## src/rtl/gba_window_pkg.sv

```systemverilog
// gba_window_pkg: shared window types, screen limits and WININ/WINOUT field positions
package gba_window_pkg;
    typedef enum logic [1:0] {WSEL_WIN0, WSEL_WIN1, WSEL_OBJ, WSEL_OUT} win_sel_t;
    typedef logic [5:0] win_ctl_t;
    localparam int SCREEN_W       = 240;
    localparam int SCREEN_H       = 160;
    localparam int WININ_WIN0_LSB = 0;
    localparam int WININ_WIN1_LSB = 8;
    localparam int WINOUT_OUT_LSB = 0;
    localparam int WINOUT_OBJ_LSB = 8;
    localparam int CTL_EFF_BIT    = 5;
endpackage

```

## src/rtl/window_range_cmp.sv

```systemverilog
// window_range_cmp: one-axis window membership lo <= p < hi_eff, where hi_eff clamps to MAX
// ports: lo/hi window edges, p pixel coordinate, hit membership result
module window_range_cmp #(
    parameter int MAX = 240
) (
    input  logic [7:0] lo,
    input  logic [7:0] hi,
    input  logic [7:0] p,
    output logic       hit
);
    logic [8:0] hi_eff;
    always_comb begin
        hi_eff = ({1'b0, hi} > 9'(MAX) || lo > hi) ? 9'(MAX) : {1'b0, hi};
        hit    = {1'b0, p} >= {1'b0, lo} && {1'b0, p} < hi_eff;
    end
endmodule

```

## src/rtl/window_mask_gen.sv

```systemverilog
// window_mask_gen: per-pixel layer-enable mask and colour-effect enable from the GBA windows
// ports: clock/reset; frame_start, line_start, pixel_valid, obj_win strobes; dispcnt_win, win0h,
//        win1h, win0v, win1v, winin, winout registers; mask, effect_en, mask_valid (2-cycle latency)
module window_mask_gen
    import gba_window_pkg::*;
(
    input  logic        clock,
    input  logic        reset,
    input  logic        frame_start,
    input  logic        line_start,
    input  logic        pixel_valid,
    input  logic        obj_win,
    input  logic [2:0]  dispcnt_win,
    input  logic [15:0] win0h,
    input  logic [15:0] win1h,
    input  logic [15:0] win0v,
    input  logic [15:0] win1v,
    input  logic [15:0] winin,
    input  logic [15:0] winout,
    output logic [4:0]  mask,
    output logic        effect_en,
    output logic        mask_valid
);
    logic [7:0]  x_q, x_d, y_q, y_d;
    logic [2:0]  en_q, en_d;
    logic [15:0] w0h_q, w0h_d, w1h_q, w1h_d, w0v_q, w0v_d, w1v_q, w1v_d;
    win_ctl_t    c_w0_q, c_w0_d, c_w1_q, c_w1_d, c_out_q, c_out_d, c_obj_q, c_obj_d;
    logic        v1_q, v1_d, hit0_q, hit0_d, hit1_q, hit1_d, objh_q, objh_d, off_q, off_d;
    win_ctl_t    f_w0_q, f_w0_d, f_w1_q, f_w1_d, f_out_q, f_out_d, f_obj_q, f_obj_d;
    logic        v2_q, v2_d, eff_q, eff_d;
    logic [4:0]  mask_q, mask_d;
    logic        w0_hh, w0_vh, w1_hh, w1_vh;
    win_sel_t    sel;
    win_ctl_t    ctl;
    logic        unused_bits;

    assign unused_bits = ^{winin[15:14], winin[7:6], winout[15:14], winout[7:6]};

    window_range_cmp #(.MAX(SCREEN_W)) u_w0h (.lo(w0h_q[15:8]), .hi(w0h_q[7:0]), .p(x_q), .hit(w0_hh));
    window_range_cmp #(.MAX(SCREEN_H)) u_w0v (.lo(w0v_q[15:8]), .hi(w0v_q[7:0]), .p(y_q), .hit(w0_vh));
    window_range_cmp #(.MAX(SCREEN_W)) u_w1h (.lo(w1h_q[15:8]), .hi(w1h_q[7:0]), .p(x_q), .hit(w1_hh));
    window_range_cmp #(.MAX(SCREEN_H)) u_w1v (.lo(w1v_q[15:8]), .hi(w1v_q[7:0]), .p(y_q), .hit(w1_vh));

    always_comb begin
        y_d     = frame_start ? 8'd0 : line_start ? (y_q == 8'(SCREEN_H - 1) ? y_q : y_q + 8'd1) : y_q;
        x_d     = line_start ? 8'd0 : pixel_valid ? (x_q == 8'(SCREEN_W - 1) ? x_q : x_q + 8'd1) : x_q;
        en_d    = line_start ? dispcnt_win : en_q;
        w0h_d   = line_start ? win0h : w0h_q;
        w1h_d   = line_start ? win1h : w1h_q;
        w0v_d   = line_start ? win0v : w0v_q;
        w1v_d   = line_start ? win1v : w1v_q;
        c_w0_d  = line_start ? winin[WININ_WIN0_LSB +: 6] : c_w0_q;
        c_w1_d  = line_start ? winin[WININ_WIN1_LSB +: 6] : c_w1_q;
        c_out_d = line_start ? winout[WINOUT_OUT_LSB +: 6] : c_out_q;
        c_obj_d = line_start ? winout[WINOUT_OBJ_LSB +: 6] : c_obj_q;
        // S1 snapshots the hits and the control fields so a following line_start cannot alter them
        v1_d    = pixel_valid;
        hit0_d  = en_q[0] & w0_hh & w0_vh;
        hit1_d  = en_q[1] & w1_hh & w1_vh;
        objh_d  = en_q[2] & obj_win;
        off_d   = en_q == 3'b000;
        f_w0_d  = c_w0_q;
        f_w1_d  = c_w1_q;
        f_out_d = c_out_q;
        f_obj_d = c_obj_q;
        sel     = hit0_q ? WSEL_WIN0 : hit1_q ? WSEL_WIN1 : objh_q ? WSEL_OBJ : WSEL_OUT;
        ctl     = off_q ? 6'h3F : sel == WSEL_WIN0 ? f_w0_q : sel == WSEL_WIN1 ? f_w1_q :
                  sel == WSEL_OBJ ? f_obj_q : f_out_q;
        v2_d    = v1_q;
        mask_d  = v1_q ? ctl[4:0] : mask_q;
        eff_d   = v1_q ? ctl[CTL_EFF_BIT] : eff_q;
    end

    always_ff @(posedge clock) begin
        if (reset) begin
            x_q <= '0; y_q <= '0; en_q <= '0;
            w0h_q <= '0; w1h_q <= '0; w0v_q <= '0; w1v_q <= '0;
            c_w0_q <= '0; c_w1_q <= '0; c_out_q <= '0; c_obj_q <= '0;
            v1_q <= 1'b0; hit0_q <= 1'b0; hit1_q <= 1'b0; objh_q <= 1'b0; off_q <= 1'b0;
            f_w0_q <= '0; f_w1_q <= '0; f_out_q <= '0; f_obj_q <= '0;
            v2_q <= 1'b0; mask_q <= 5'h1F; eff_q <= 1'b1;
        end else begin
            x_q <= x_d; y_q <= y_d; en_q <= en_d;
            w0h_q <= w0h_d; w1h_q <= w1h_d; w0v_q <= w0v_d; w1v_q <= w1v_d;
            c_w0_q <= c_w0_d; c_w1_q <= c_w1_d; c_out_q <= c_out_d; c_obj_q <= c_obj_d;
            v1_q <= v1_d; hit0_q <= hit0_d; hit1_q <= hit1_d; objh_q <= objh_d; off_q <= off_d;
            f_w0_q <= f_w0_d; f_w1_q <= f_w1_d; f_out_q <= f_out_d; f_obj_q <= f_obj_d;
            v2_q <= v2_d; mask_q <= mask_d; eff_q <= eff_d;
        end
    end

    assign mask       = mask_q;
    assign effect_en  = eff_q;
    assign mask_valid = v2_q;
endmodule

```

## config.mk

```make
export PLATFORM = sky130hd
export DESIGN_NAME = window_mask_gen
export DESIGN_NICKNAME = d
export VERILOG_FILES = /design/src/rtl/gba_window_pkg.sv /design/src/rtl/window_range_cmp.sv /design/src/rtl/window_mask_gen.sv
export SDC_FILE = /design/constraint.sdc
export NUM_CORES = 1
export LEC_CHECK = 0
export CAP_MARGIN = 20
export CORE_ASPECT_RATIO = 1.5
export CORE_MARGIN = 2
export CORE_UTILIZATION = 38
export CTS_CLUSTER_SIZE = 20
export DETAILED_ROUTE_END_ITERATION = 10
export HOLD_SLACK_MARGIN = 0.02
export PLACE_DENSITY_LB_ADDON = 0.3
export SYNTH_ARGS = -nofsm -noshare
export SYNTH_HDL_FRONTEND = slang
export SYNTH_SLANG_ARGS = --single-unit
```

## constraint.sdc

```tcl
create_clock -name clock -period 5.4 [get_ports clock]
set_clock_uncertainty 0.15 [all_clocks]
set_input_delay 1.35 -clock clock [delete_from_list [all_inputs] [get_ports clock]]
set_output_delay 1.35 -clock clock [all_outputs]
set_load 0.05 [all_outputs]
```

==> results_dict.tcl <==
set metrics [dict create \
    floorplan_die_area_um2 20700 \
    cts_tree "done" \
    critical_path_source_type "flop" \
    synthesis.area_um2 7430 \
    clk_transition_reported_paths_ps 60 \
    post_cts_resize_count 0 \
    fraction_of_the_cycle_the_final_worst_path_needs 0.630 \
    post-dp-hpwl_um 12500 \
    area_growth_pct 24.5 \
    slew-limit-headroom 0.422 \
    netlist-cell-type-count 49 \
    via_per_inst 4.88 \
    grt_pass1_wl_um 27700 \
    track_usage 0.169 \
    postSynth.asyncResetShare 0 \
    layout_setup_ws_ps 2000 \
    final_common_cell "sky130_fd_sc_hd__dfxtp_1" \
    clock_tree.root_cell "sky130_fd_sc_hd__clkbuf_16" \
    synth-warning-count 0 \
    grt_antenna_before_repair 0 \
    power.ir.vdd_worst_v 0.000220 \
    finalWirelength_um 16700 \
    number_of_buffers_and_inverters_on_the_critical_path 1 \
    critical_path_cell_count 15 \
    worst_pin_slew_ps 867 \
    worstHoldPathType "flop to flop" \
    port_buffers 103 \
    reg2reg_depth 15 \
    highest_count_cells_in_the_layout_ignoring_fill_and_taps "sky130_fd_sc_hd__dfxtp_1, sky130_fd_sc_hd__nor2_1, sky130_fd_sc_hd__clkdlybuf4s50_1" \
    drt_drc_violations_left 0 \
    synth.ff_latch_count 143 \
    result_of_the_run "completed" \
    clkLatencyLatePin_ps 430 \
    ys_seq_area_frac 0.385 \
    worst_path_max_delay_cell "sky130_fd_sc_hd__a21oi_1" \
    final_util 0.483 \
    drt_first_iter_violations 274 \
    first_global_vias 5736 \
    critical_path.max_stage_delay_ps 410 \
    starting_density 0.388 \
    finish.net_count 1113 \
    cp_data_arrival_time_ps 3600 \
    tritoncts_num_sinks 143 \
    hold_violations 0 \
    timing.critical_path.max_delay_family "compound AO/OA/AOI/OAI gates" \
    pwrdens_nw_per_um2 292 \
    core.rowCount 62 \
    num_cts_buffers 17 \
    final.setup.tns_ps 0 \
    synth_nets 1019 \
    die_y_um 175 \
    coreArea_um2 19200 \
    final-max-slew-violation-count 0 \
    wl_per_cell_um 14.1 \
    maximum_number_of_pins_on_one_net_before_global_route_repair 91 \
    fp.dieW_um 118 \
    yosys.area.top_type_share 0.385 \
    syn_inst 820 \
    globalplace.congestion 0.841 \
    ctsLongestPathBuffers 2 \
    synth.avg_cell_area_um2 9.06 \
    final.fill_count 1864 \
    total_leakage_power_nw 4.02 \
    synth_ff_type "sky130_fd_sc_hd__dfxtp_1" \
    count_of_flip_flops_with_a_built_in_enable_after_synthesis 0 \
    drtPass1Iterations 4 \
    route.antenna.remaining_nets 0 \
    yosys.area.top_type "sky130_fd_sc_hd__dfxtp_1" \
    setup.worst_path.end_class "flop" \
    timing.max_cap.violations 0 \
    path_max_fanout 6 \
    htreeDepth 4 \
    grt_setup_unrepaired "false" \
    layout_min_cycle_time_ps 3400 \
    final_layout_size_suffix_gt1_frac 0.0443 \
    crit_chain "inv_1, ha_1, nand2_1, o21ai_0, mux2i_1, a21oi_1, nor2_1, nand2_1, ha_1, a21oi_1, nor2_1, a211oi_1, o22ai_1, or4_1, a211oi_1" \
    post_cts_buffers 0 \
    cts_hold_buffers 0 \
    worst_ep_required_time_ps 5600 \
    worstSetupPathType "flop to flop" \
    setup_viol 0 \
    placement_stage_worst_setup_slack_ps 1980 \
    synth.area.top_cells "sky130_fd_sc_hd__dfxtp_1, sky130_fd_sc_hd__ha_1, sky130_fd_sc_hd__mux2i_1" \
    finalHoldWorstSlack_ps 310 \
    routed-via-count 5774 \
    boundaryPins 112 \
    grt_overflow 0 \
    min_delay_path_depth 1 \
    antenna_cells_inserted 0 \
    fmaxAchievable_mhz 294 \
]
==> area by class of cell <==
type | count | area (um2) | area share
clock buffers | 18 | 429 | 0.0464
inverters | 68 | 255 | 0.0276
flip-flops and latches | 143 | 2860 | 0.310
clock inverters | 13 | 140 | 0.0152
well taps | 256 | 320 | 0.0346
repair buffers | 106 | 1050 | 0.113
multi-input cells | 578 | 4190 | 0.453
==> final timing paths <==
check	from	endpoint	slack [ps]
min reg2reg	c_obj_q[0]	f_obj_q[0]	310
max reg2reg	w0h_q[6]	hit0_q	2000
max	w0h_q[6]	hit0_q	2000
min	c_obj_q[0]	f_obj_q[0]	310
==> cell usage after synthesis, types with 2 or more instances <==
library cell and count:
sky130_fd_sc_hd__nand2b_1 10, sky130_fd_sc_hd__o211ai_1 4, sky130_fd_sc_hd__xor2_1 5, sky130_fd_sc_hd__o21a_1 2, sky130_fd_sc_hd__nand2_1 38, sky130_fd_sc_hd__nor3_1 4, sky130_fd_sc_hd__mux2i_1 100, sky130_fd_sc_hd__xnor2_1 5
sky130_fd_sc_hd__buf_1 4, sky130_fd_sc_hd__a31oi_1 2, sky130_fd_sc_hd__nor2b_1 30, sky130_fd_sc_hd__inv_1 68, sky130_fd_sc_hd__o22ai_1 9, sky130_fd_sc_hd__nand3b_1 2, sky130_fd_sc_hd__a211oi_1 8, sky130_fd_sc_hd__or2_2 2
sky130_fd_sc_hd__or3_1 3, sky130_fd_sc_hd__and2_1 3, sky130_fd_sc_hd__nand4_1 16, sky130_fd_sc_hd__buf_2 2, sky130_fd_sc_hd__a311oi_1 2, sky130_fd_sc_hd__a21o_1 9, sky130_fd_sc_hd__nor4_1 4, sky130_fd_sc_hd__and3_1 5
sky130_fd_sc_hd__ha_1 94, sky130_fd_sc_hd__nand3_1 7, sky130_fd_sc_hd__o2111ai_1 3, sky130_fd_sc_hd__a21oi_1 41, sky130_fd_sc_hd__dfxtp_1 143, sky130_fd_sc_hd__or4_1 2, sky130_fd_sc_hd__nor2_1 128, sky130_fd_sc_hd__o21ai_0 24
sky130_fd_sc_hd__clkbuf_1 25
==> logic make-up after synthesis <==
group / count (synthesis) / share of synthesized area
simple gates: 260 / 0.164
flops: 143 / 0.385
compound gates: 114 / 0.0957
mux: 100 / 0.135
buf+inv: 99 / 0.0504
fa+ha+maj: 94 / 0.158
xor+xnor: 10 / 0.0118
==> power by group <==
part | leakage, nW | internal (W) | switching (W) | total, W
Combinational | 2.57 | 0.000208 | 0.000208 | 0.000416
Sequential | 1.18 | 0.00111 | 0.0000429 | 0.00115
Clock | 0.269 | 0.000677 | 0.000458 | 0.00113
==> sequential cells by signal, summed over array words and instances (netlist names) <==
name	cells
w0h_q	16
w0v_q	16
w1h_q	16
w1v_q	16
x_q	8
y_q	8
c_obj_q	6
c_out_q	6
c_w0_q	6
c_w1_q	6
f_obj_q	6
f_out_q	6
f_w0_q	6
f_w1_q	6
mask	5
en_q	3
effect_en	1
hit0_q	1
hit1_q	1
mask_valid	1
objh_q	1
off_q	1
v1_q	1
==> metrics by stage <==
stage,total power (W),instance area (um2),std cells
floorplan,0.00144,7430,820
detailed placement,0.00160,8680,1151
finish,0.00270,9250,1182
global route,0.00284,9250,1182
global placement,0.00159,8680,1151
CTS,0.00274,9250,1182
==> metal layers <==
layer	wire length (um)	global-route usage
met1	7070	0.187
met5	0	0
met3	539	0.0362
met4	324	0.0633
met2	8760	0.313
(Power assumes the default switching activity.)
